[src/rtl/bus_pkg.sv]
// Shared definitions for the transmit scheduler: FSM encoding, slave register
// offsets and the registered bus request payload.
package bus_pkg;

  localparam int unsigned DATA_W = 32;
  localparam int unsigned CNT_W  = 16;
  localparam int unsigned SET_W  = 4;

  typedef enum logic [2:0] {
    ST_IDLE   = 3'd0,
    ST_POLL   = 3'd1,
    ST_WAIT   = 3'd2,
    ST_CHECK  = 3'd3,
    ST_WRITE  = 3'd4,
    ST_SETTLE = 3'd5
  } sched_state_t;

  typedef enum logic [1:0] {
    REG_STATUS  = 2'd0,
    REG_DATA_TX = 2'd1,
    REG_DATA_RX = 2'd2
  } reg_off_t;

  typedef struct packed {
    logic [DATA_W-1:0] addr;
    logic [DATA_W-1:0] wdata;
    logic              write;
  } bus_req_t;

  // Absolute slave register address from the slave base and a register offset.
  function automatic logic [DATA_W-1:0] reg_addr(input logic [DATA_W-1:0] base,
                                                 input reg_off_t          off);
    return base + DATA_W'(off);
  endfunction

endpackage

[src/rtl/sync_fifo.sv]
// Single-clock FIFO; a push while full is accepted only when a pop happens on
// the same edge, otherwise it is dropped and reported with a one-cycle pulse.
module sync_fifo #(
  parameter int unsigned WIDTH = 32,
  parameter int unsigned DEPTH = 4
) (
  input  logic             clk,
  input  logic             rst,
  input  logic             push,
  input  logic [WIDTH-1:0] din,
  input  logic             pop,
  output logic [WIDTH-1:0] dout,
  output logic             full,
  output logic             empty,
  output logic             drop
);

  localparam int unsigned PTR_W = (DEPTH > 1) ? $clog2(DEPTH) : 1;
  localparam int unsigned CNT_W = PTR_W + 1;

  logic [WIDTH-1:0] mem [DEPTH];
  logic [PTR_W-1:0] wr_ptr;
  logic [PTR_W-1:0] rd_ptr;
  logic [CNT_W-1:0] count;
  logic             do_push;
  logic             do_pop;

  assign full    = (count == CNT_W'(DEPTH));
  assign empty   = (count == '0);
  assign dout    = mem[rd_ptr];
  assign do_pop  = pop & ~empty;
  assign do_push = push & (~full | do_pop);

  always_ff @(posedge clk or posedge rst) begin
    if (rst) begin
      wr_ptr <= '0;
      rd_ptr <= '0;
      count  <= '0;
      drop   <= 1'b0;
    end else begin
      if (do_push) wr_ptr <= wr_ptr + PTR_W'(1);
      if (do_pop)  rd_ptr <= rd_ptr + PTR_W'(1);
      count <= count + CNT_W'(do_push) - CNT_W'(do_pop);
      drop  <= push & full & ~do_pop;
    end
  end

  // Storage carries no reset; occupancy alone defines valid entries.
  always_ff @(posedge clk) begin
    if (do_push) mem[wr_ptr] <= din;
  end

endmodule

[src/rtl/bus_tx_scheduler.sv]
// Drains queued transmit words into a bus slave: poll STATUS until not busy,
// write one word to DATA_TX, settle, repeat.
module bus_tx_scheduler
  import bus_pkg::*;
#(
  parameter logic [31:0] BASE_ADDR     = 32'h0,
  parameter int unsigned FIFO_DEPTH    = 4,
  parameter int unsigned SETTLE_CYCLES = 3
) (
  input  logic        HCLK_i,
  input  logic        HRESET_i,
  input  logic        enable_i,
  input  logic [31:0] req_data_bi,
  input  logic        req_wr_i,
  output logic        full_o,
  output logic        empty_o,
  output logic [31:0] HADDR_bo,
  output logic [31:0] HWDATA_bo,
  output logic        HWRITE_o,
  input  logic [31:0] HRDATA_bi,
  output logic [15:0] sent_cnt_bo,
  output logic        drop_o
);

  sched_state_t      state_q, state_d;
  logic [SET_W-1:0]  settle_q, settle_d;
  bus_req_t          bus_q, bus_d;
  logic [CNT_W-1:0]  sent_q, sent_d;
  logic              pop_c;
  logic [DATA_W-1:0] fifo_head;
  logic              fifo_empty;
  logic              unused_hrdata_c;

  // Only the busy flag of STATUS matters.
  assign unused_hrdata_c = ^HRDATA_bi[31:1];

  sync_fifo #(
    .WIDTH (DATA_W),
    .DEPTH (FIFO_DEPTH)
  ) u_fifo (
    .clk   (HCLK_i),
    .rst   (HRESET_i),
    .push  (req_wr_i),
    .din   (req_data_bi),
    .pop   (pop_c),
    .dout  (fifo_head),
    .full  (full_o),
    .empty (fifo_empty),
    .drop  (drop_o)
  );

  assign empty_o = fifo_empty;

  always_ff @(posedge HCLK_i or posedge HRESET_i) begin
    if (HRESET_i) begin
      state_q  <= ST_IDLE;
      settle_q <= '0;
      bus_q    <= '{addr: BASE_ADDR, wdata: '0, write: 1'b0};
      sent_q   <= '0;
    end else begin
      state_q  <= state_d;
      settle_q <= settle_d;
      bus_q    <= bus_d;
      sent_q   <= sent_d;
    end
  end

  // Bus outputs are registered from the next state so they line up with it.
  always_comb begin
    state_d  = state_q;
    settle_d = settle_q;
    pop_c    = 1'b0;
    unique case (state_q)
      ST_IDLE:   if (enable_i && !fifo_empty) state_d = ST_POLL;
      ST_POLL:   state_d = enable_i ? ST_WAIT : ST_IDLE;
      ST_WAIT:   state_d = enable_i ? ST_CHECK : ST_IDLE;
      ST_CHECK: begin
        if (!enable_i)        state_d = ST_IDLE;
        else if (HRDATA_bi[0]) state_d = ST_POLL;
        else begin
          state_d = ST_WRITE;
          pop_c   = 1'b1;
        end
      end
      ST_WRITE: begin
        state_d  = ST_SETTLE;
        settle_d = '0;
      end
      ST_SETTLE: begin
        if (settle_q == SET_W'(SETTLE_CYCLES - 1)) begin
          state_d  = ST_IDLE;
          settle_d = '0;
        end else begin
          settle_d = settle_q + SET_W'(1);
        end
      end
      default:   state_d = ST_IDLE;
    endcase

    bus_d.write = (state_d == ST_WRITE);
    bus_d.addr  = reg_addr(BASE_ADDR, bus_d.write ? REG_DATA_TX : REG_STATUS);
    bus_d.wdata = bus_d.write ? fifo_head : bus_q.wdata;
    sent_d      = bus_d.write ? sent_q + CNT_W'(1) : sent_q;
  end

  assign HADDR_bo    = bus_q.addr;
  assign HWDATA_bo   = bus_q.wdata;
  assign HWRITE_o    = bus_q.write;
  assign sent_cnt_bo = sent_q;

endmodule
[config.mk]
export PLATFORM = sky130hd
export DESIGN_NAME = bus_tx_scheduler
export DESIGN_NICKNAME = d
export VERILOG_FILES = /design/src/rtl/bus_pkg.sv /design/src/rtl/sync_fifo.sv /design/src/rtl/bus_tx_scheduler.sv
export SDC_FILE = /design/constraint.sdc
export NUM_CORES = 1
export LEC_CHECK = 0
export ABC_AREA = 1
export CORE_ASPECT_RATIO = 0.7
export CORE_MARGIN = 3
export CORE_UTILIZATION = 56
export DETAILED_ROUTE_END_ITERATION = 10
export HOLD_SLACK_MARGIN = 0.05
export PLACE_DENSITY = 0.92
export SLEW_MARGIN = 15
export SYNTH_ARGS = -nofsm -noshare
export SYNTH_HDL_FRONTEND = slang
export SYNTH_HIERARCHICAL = 1
export SYNTH_SLANG_ARGS = --single-unit
export TNS_END_PERCENT = 100
[constraint.sdc]
create_clock -name HCLK_i -period 7.2 [get_ports HCLK_i]
set_clock_uncertainty 0.1 [all_clocks]
set_input_delay 1.8 -clock HCLK_i [delete_from_list [all_inputs] [get_ports HCLK_i]]
set_output_delay 1.8 -clock HCLK_i [all_outputs]
set_load 0.01 [all_outputs]
==> flow_summary.json, run 1 <==
{
  "fmax_mhz": 212,
  "syn_avg_cell_area_um2": 11.0,
  "p_comb_share_pct": 27.2,
  "netlist_instances": 747,
  "min_path_type": "register to register",
  "finalHoldViolCount": 0,
  "drive_gt1_share_pct": 6.91,
  "critPathKind": "input port to register",
  "die_w_um": 151,
  "cts_tree": "done",
  "cp.arrival_ps": 4650,
  "path_max_fanout": 51,
  "synth-edff-count": 128,
  "ctsHoldBuffers": 0,
  "cts_buffers": 17,
  "final_cell_count_no_fill": 1030,
  "cap_violations": 0,
  "syn_to_final_growth_pct": 17.6,
  "worstReg2RegStart": "state_q[2]$_DFF_PP0_",
  "min_period_ps": 4710,
  "ctsResizeCount": 0,
  "r2r_end": "u_fifo/mem[2][8]$_DFFE_PP_",
  "final_util_pct": 68.3,
  "p_int_mw": 2.36,
  "p_switching_mw": 1.14,
  "post_cts_buffers": 0,
  "nets": 903,
  "dp_hpwl_um": 9500,
  "grt_overflow_total": 0,
  "clockRootBuffer": "clkbuf_16",
  "synth-seq-cells": 192,
  "h-tree-depth": 4,
  "vdd_drop_max_mv": 0.238,
  "worst_slew_pin_slew_ps": 1140,
  "start_kind": "input port",
  "vias": 5276,
  "first_pass_iters": 5,
  "pwr-share-clk_pct": 26.5,
  "synth_cell_type_count": 28,
  "synth-seq-area-share_pct": 66.3,
  "fp-row-count": 36,
  "ios": 152,
  "whs_ps": 384,
  "setup_violations": 0,
  "core_area_mm2": 0.0141,
  "netlist_area_mm2": 0.00822,
  "grt_max_degree": 103,
  "track_usage_pct": 20.4,
  "critPathRequiredTime_ps": 7140,
  "finalCritPeriodShare_pct": 65.4,
  "pwr-share-seq_pct": 46.4,
  "end_kind": "register",
  "powerDensity_mw_per_mm2": 363,
  "start_util_pct": 58.1,
  "path_clk_slew_ps": 70,
  "yosysWarningCount": 6,
  "cts_sinks": 192,
  "final_cell_mix": "nand2_1, edfxtp_1, inv_1",
  "min_to": "HWDATA_bo[30]$_DFFE_PP0N_",
  "dieArea_mm2": 0.0162,
  "slew_headroom_pct": 23.9,
  "hold_depth": 2,
  "totalWireLength_um": 16000,
  "layout_commonest_cell": "nand2_1",
  "port_buffers": 89,
  "maxSlewViolCount": 0,
  "r2r_cells": 8,
  "ys.flop_type": "edfxtp_1",
  "place_congestion": 0.825,
  "drc": 0,
  "viasPerCell": 5.12,
  "p_sw_share_pct": 32.6,
  "async_flop_share_pct": 33.3,
  "first_global_vias": 5165,
  "timing.reg2reg.setup_slack_ps": 3920,
  "postRouteAntennaNets": 0,
  "drtIter0Drc": 413,
  "fin_tns_setup_ps": 0,
  "antenna_found_initial": 1,
  "hold_path_startpoint": "HWDATA_bo[30]$_DFFE_PP0N_",
  "clk_latency_ps": 430,
  "dp.cells": 997,
  "grt_pass1_wl_um": 25200,
  "outcome": "finished, final reports clean",
  "leakagePower_nw": 4.07,
  "wl_per_cell_um": 15.5,
  "grt_setup_unrepaired": "no",
  "clockBufferDepth": 2,
  "die_h_um": 107
}
[area by class of cell]
type                       count  area (um2)
multi-input combinational    428        2110
fill                         968        4480
tap                          190         238
sequential                   192        5450
clock buffer                  17         425
inverter                      94         353
clock inverter                15         168
antenna                        1        2.50
timing repair buffer          93         921
[worst max-delay path: stages]
cell and delay, ps:
clkdlybuf4s50_1 540, nand2_1 140, nor3_4 120, buf_4 510, inv_1 100, nand3_1 160
nand2_1 290, nor2_4 950
[per-layer routing]
metal  vias to the layer above  wire length [um]  share of wire (%)  track usage [%]
met5                         -                13              0.081                0
met4                         2               206                1.3             6.73
met3                        21              1290                8.1             6.10
met2                       215              7730                 48             32.8
met1                      2501              6730                 42             27.0
li1                       2537                 -                  -                -
[power by group through the flow]
stage               clock network, mW  logic [mW]  registers (mW)
CTS                             0.941       0.960            1.62
global route                    0.995        1.07            1.65
finish                          0.927       0.952            1.62
global placement                    0       0.904            1.63
floorplan                           0       0.585            1.64
detailed placement                  0       0.943            1.64
[sequential cells by signal, indices dropped and copies added (netlist names)]
signal and count:
u_fifo/count 3, sent_cnt_bo 16, state_q 3, u_fifo/mem 128
u_fifo/drop 1, HWDATA_bo 32, HADDR_bo 1, u_fifo/rd_ptr 2
settle_q 4, u_fifo/wr_ptr 2
[worst max-delay path by stage]
stage	to	depth (start not counted)	startpoint
6_report	u_fifo/mem[2][8]$_DFFE_PP_	8	enable_i
5_1_grt	u_fifo/mem[2][22]$_DFFE_PP_	8	enable_i
4_1_cts	u_fifo/mem[2][9]$_DFFE_PP_	8	enable_i
3_5_place_dp	u_fifo/mem[2][12]$_DFFE_PP_	8	enable_i
3_3_place_gp	u_fifo/mem[3][2]$_DFFE_PP_	8	enable_i
2_1_floorplan	u_fifo/mem[0][0]$_DFFE_PP_	7	enable_i
[synth_stat cells, types with 3 or more instances]
cell type | instances | share of area (%)
xnor2_1 | 7 | 0.75
a21oi_1 | 25 | 1.5
a21oi_2 | 10 | 1.1
buf_6 | 10 | 1.4
o211ai_1 | 32 | 2.9
nor2_1 | 26 | 1.2
clkbuf_1 | 3 | 0.14
nand3_1 | 16 | 0.97
inv_1 | 94 | 4.3
nand2_1 | 217 | 9.9
xor2_1 | 7 | 0.75
o21ai_1 | 10 | 0.61
nand4_1 | 3 | 0.23
ha_1 | 8 | 1.2
buf_2 | 13 | 0.79
dfrtp_1 | 64 | 19
o21ai_0 | 27 | 1.6
edfxtp_1 | 128 | 47
buf_4 | 36 | 3.3
[per-stage QoR]
| step | total power [mW] | setup slack [ps] | area (um2) |
|---|---|---|---|
| finish | 3.50 | 2490 | 9660 |
| global route | 3.71 | 2360 | 9660 |
| CTS | 3.52 | 2510 | 9660 |
| detailed placement | 2.58 | 2080 | 9070 |
| global placement | 2.53 | 2210 | 9070 |
| floorplan | 2.22 | 2760 | 8330 |
[logic make-up (layout without fill, tap and decap cells)]
kind of cell / count (synthesis) / in the layout / share of synthesized area (%)
adders and majority gates: 9 / 9 / 1.46
AOI/OAI and AO/OA: 104 / 104 / 7.77
xor gates and xnor gates: 14 / 14 / 1.49
DFF: 192 / 192 / 66.3
other: 1 / 32 / 0.0456
and+or+nand+nor: 270 / 270 / 13.0
buffers and inverters: 157 / 219 / 9.95
(Power assumes the default switching activity.)
==> inputs of run 2 (changes only) <==
--- a/config.mk
+++ b/config.mk
@@ -8,10 +8,10 @@
 export ABC_AREA = 1
 export CORE_ASPECT_RATIO = 0.7
 export CORE_MARGIN = 3
-export CORE_UTILIZATION = 56
+export CORE_UTILIZATION = 52
 export DETAILED_ROUTE_END_ITERATION = 10
 export HOLD_SLACK_MARGIN = 0.05
-export PLACE_DENSITY = 0.92
+export PLACE_DENSITY = 0.86
 export SLEW_MARGIN = 15
 export SYNTH_ARGS = -nofsm -noshare
 export SYNTH_HDL_FRONTEND = slang
==> constraint.sdc (replaced) <==
create_clock -name HCLK_i -period 4.9 [get_ports HCLK_i]
set_clock_uncertainty 0.1 [all_clocks]
set_input_delay 1.225 -clock HCLK_i [delete_from_list [all_inputs] [get_ports HCLK_i]]
set_output_delay 1.225 -clock HCLK_i [all_outputs]
set_load 0.01 [all_outputs]
==> run 2 against run 1 <==
Non-clock buffer count increased by 4. Register-to-register slack got worse by 1500 ps. Cell count increased by 0.78%. Setup slack got worse by 990 ps. Clock-buffer cell count unchanged. Largest cell class unchanged.
==> flow_summary.json, run 2 (synthesis gave the netlist of run 1 again) <==
{
  "cp_top_family": "simple AND/OR/NAND/NOR gates",
  "slew_headroom_pct": 37.8,
  "post_cts_buffers": 0,
  "multi_input_area_mm2": 0.00211,
  "end_kind": "register",
  "cap_violations": 0,
  "layout_commonest_cell": "nand2_1",
  "first_global_vias": 4910,
  "nets": 907,
  "vdd_drop_max_mv": 0.281,
  "fp-row-count": 37,
  "first_pass_iters": 4,
  "finalHoldViolCount": 0,
  "grt_overflow_total": 0,
  "finalCritPeriodShare_pct": 69.3,
  "critical_path_buf_inv_count": 3,
  "path_clk_slew_ps": 70,
  "seq_area_mm2": 0.00545,
  "h-tree-depth": 4,
  "ctsResizeCount": 0,
  "core_area_mm2": 0.0151,
  "preCtsSetupSlack_ps": 1080,
  "drtIter0Drc": 358,
  "syn_to_final_growth_pct": 18.7,
  "cts_buffers": 17,
  "fin_ws_ps": 1500,
  "viasPerCell": 5.00,
  "cts_tree": "done",
  "clockBufferDepth": 2,
  "die_w_um": 156,
  "start_kind": "input port",
  "critPathKind": "input port to register",
  "diodes": 0,
  "outcome": "finished, final reports clean",
  "path_cells": "clkdlybuf4s50_1 > nand2_1 > nor3_4 > inv_1 > nand3_1 > nand2_1 > nor2_4 > buf_4",
  "fmax_mhz": 294,
  "critPathRequiredTime_ps": 4900,
  "drive_gt1_share_pct": 7.35,
  "start_util_pct": 54.4,
  "postRouteAntennaNets": 0,
  "largest-register": "u_fifo/mem",
  "cp.arrival_ps": 3400,
  "die_h_um": 111,
  "worst_path_max_delay_cell": "clkdlybuf4s50_1",
  "place_congestion": 0.822,
  "largest_reg_flops": 128,
  "grt_pass1_wl_um": 24400,
  "vias": 5189,
  "antenna_found_initial": 0,
  "final_cell_mix": "nand2_1, edfxtp_1, inv_1",
  "grt_setup_unrepaired": "no",
  "clockRootBuffer": "clkbuf_16",
  "ctsHoldBuffers": 0,
  "path_max_fanout": 20,
  "final_area_mm2": 0.00976,
  "port_buffers": 89,
  "cts_sinks": 192,
  "setup_violations": 0,
  "fill_cells": 1103,
  "dieArea_mm2": 0.0174,
  "drc": 0,
  "place_area_mm2": 0.00912,
  "worst_slew_pin_slew_ps": 932,
  "leakagePower_nw": 4.12,
  "grt_max_degree": 81,
  "fin_tns_setup_ps": 0,
  "ios": 152,
  "maxSlewViolCount": 0,
  "min_path_type": "register to register",
  "totalWireLength_um": 15500,
  "max_stage_delay_ps": 520,
  "power.total_mw": 5.19,
  "cp_common_cell": "nand2_1",
  "clk_latency_ps": 430,
  "min_period_ps": 3400,
  "dp_hpwl_um": 9580,
  "wl_per_cell_um": 14.9,
  "track_usage_pct": 18.1,
  "powerDensity_mw_per_mm2": 532
}
-- run 2: cell count changes in the layout (fill, tap and decap cells not counted) --
cell | before | now
clkinv_8 | 2 | 7
buf_4 | 4 | 7
clkinvlp_4 | 3 | 0
inv_6 | 5 | 2
clkinv_4 | 0 | 2
buf_12 | 0 | 1
clkinv_2 | 1 | 0
diode_2 | 1 | 0
-- run 2: worst paths after layout --
path	start	endpoint	slack, ps	depth (start not counted)
max	enable_i	u_fifo/mem[0][18]$_DFFE_PP_	1500	8
min	HWDATA_bo[29]$_DFFE_PP0N_	HWDATA_bo[29]$_DFFE_PP0N_	380	2
max reg2reg	state_q[2]$_DFF_PP0_	u_fifo/mem[0][18]$_DFFE_PP_	2370	8
min reg2reg	HWDATA_bo[29]$_DFFE_PP0N_	HWDATA_bo[29]$_DFFE_PP0N_	380	2
max in group asynchronous	HRESET_i	HWDATA_bo[18]$_DFFE_PP0N_	2750	3
min in group asynchronous	HRESET_i	u_fifo/rd_ptr[0]$_DFFE_PP0N_	990	2
-- run 2: power by group --
group	switching (mW)	leakage (nW)	internal [mW]
Clock	0.682	0.307	0.746
Combinational	0.804	1.81	0.596
Sequential	0.210	2.00	2.16
Total	1.70	4.12	3.50
-- run 2: cell type report --
cell class	count	share of cell area, %
sequential	192	55.9
multi-input combinational	428	21.6
timing repair buffer	97	9.88
clock buffer	17	4.36
inverter	94	3.62
tap	195	2.50
clock inverter	15	2.18
-- run 2: metrics by stage --
stage | util (%) | hold slack [ps] | instances
2_1_floorplan | - | 379 | 777
3_3_place_gp | 60.4 | 362 | 1006
3_5_place_dp | 60.4 | 364 | 1006
4_1_cts | 64.6 | 385 | 1038
5_1_grt | 64.6 | 399 | 1038
6_report | 64.6 | 378 | 1038
-- run 2: per-layer routing --
layer  part of all wire, %  global-route usage, %
met1                    44                   23.8
met3                   5.9                   4.45
met2                    49                   29.4
met5                     0                      0
met4                   1.5                   6.41
-- run 2: tightest hold or removal path, stage by stage (launching register included) --
cell	delay [ps]
dfrtp_1	340
nand2_1	50
nand2_1	50
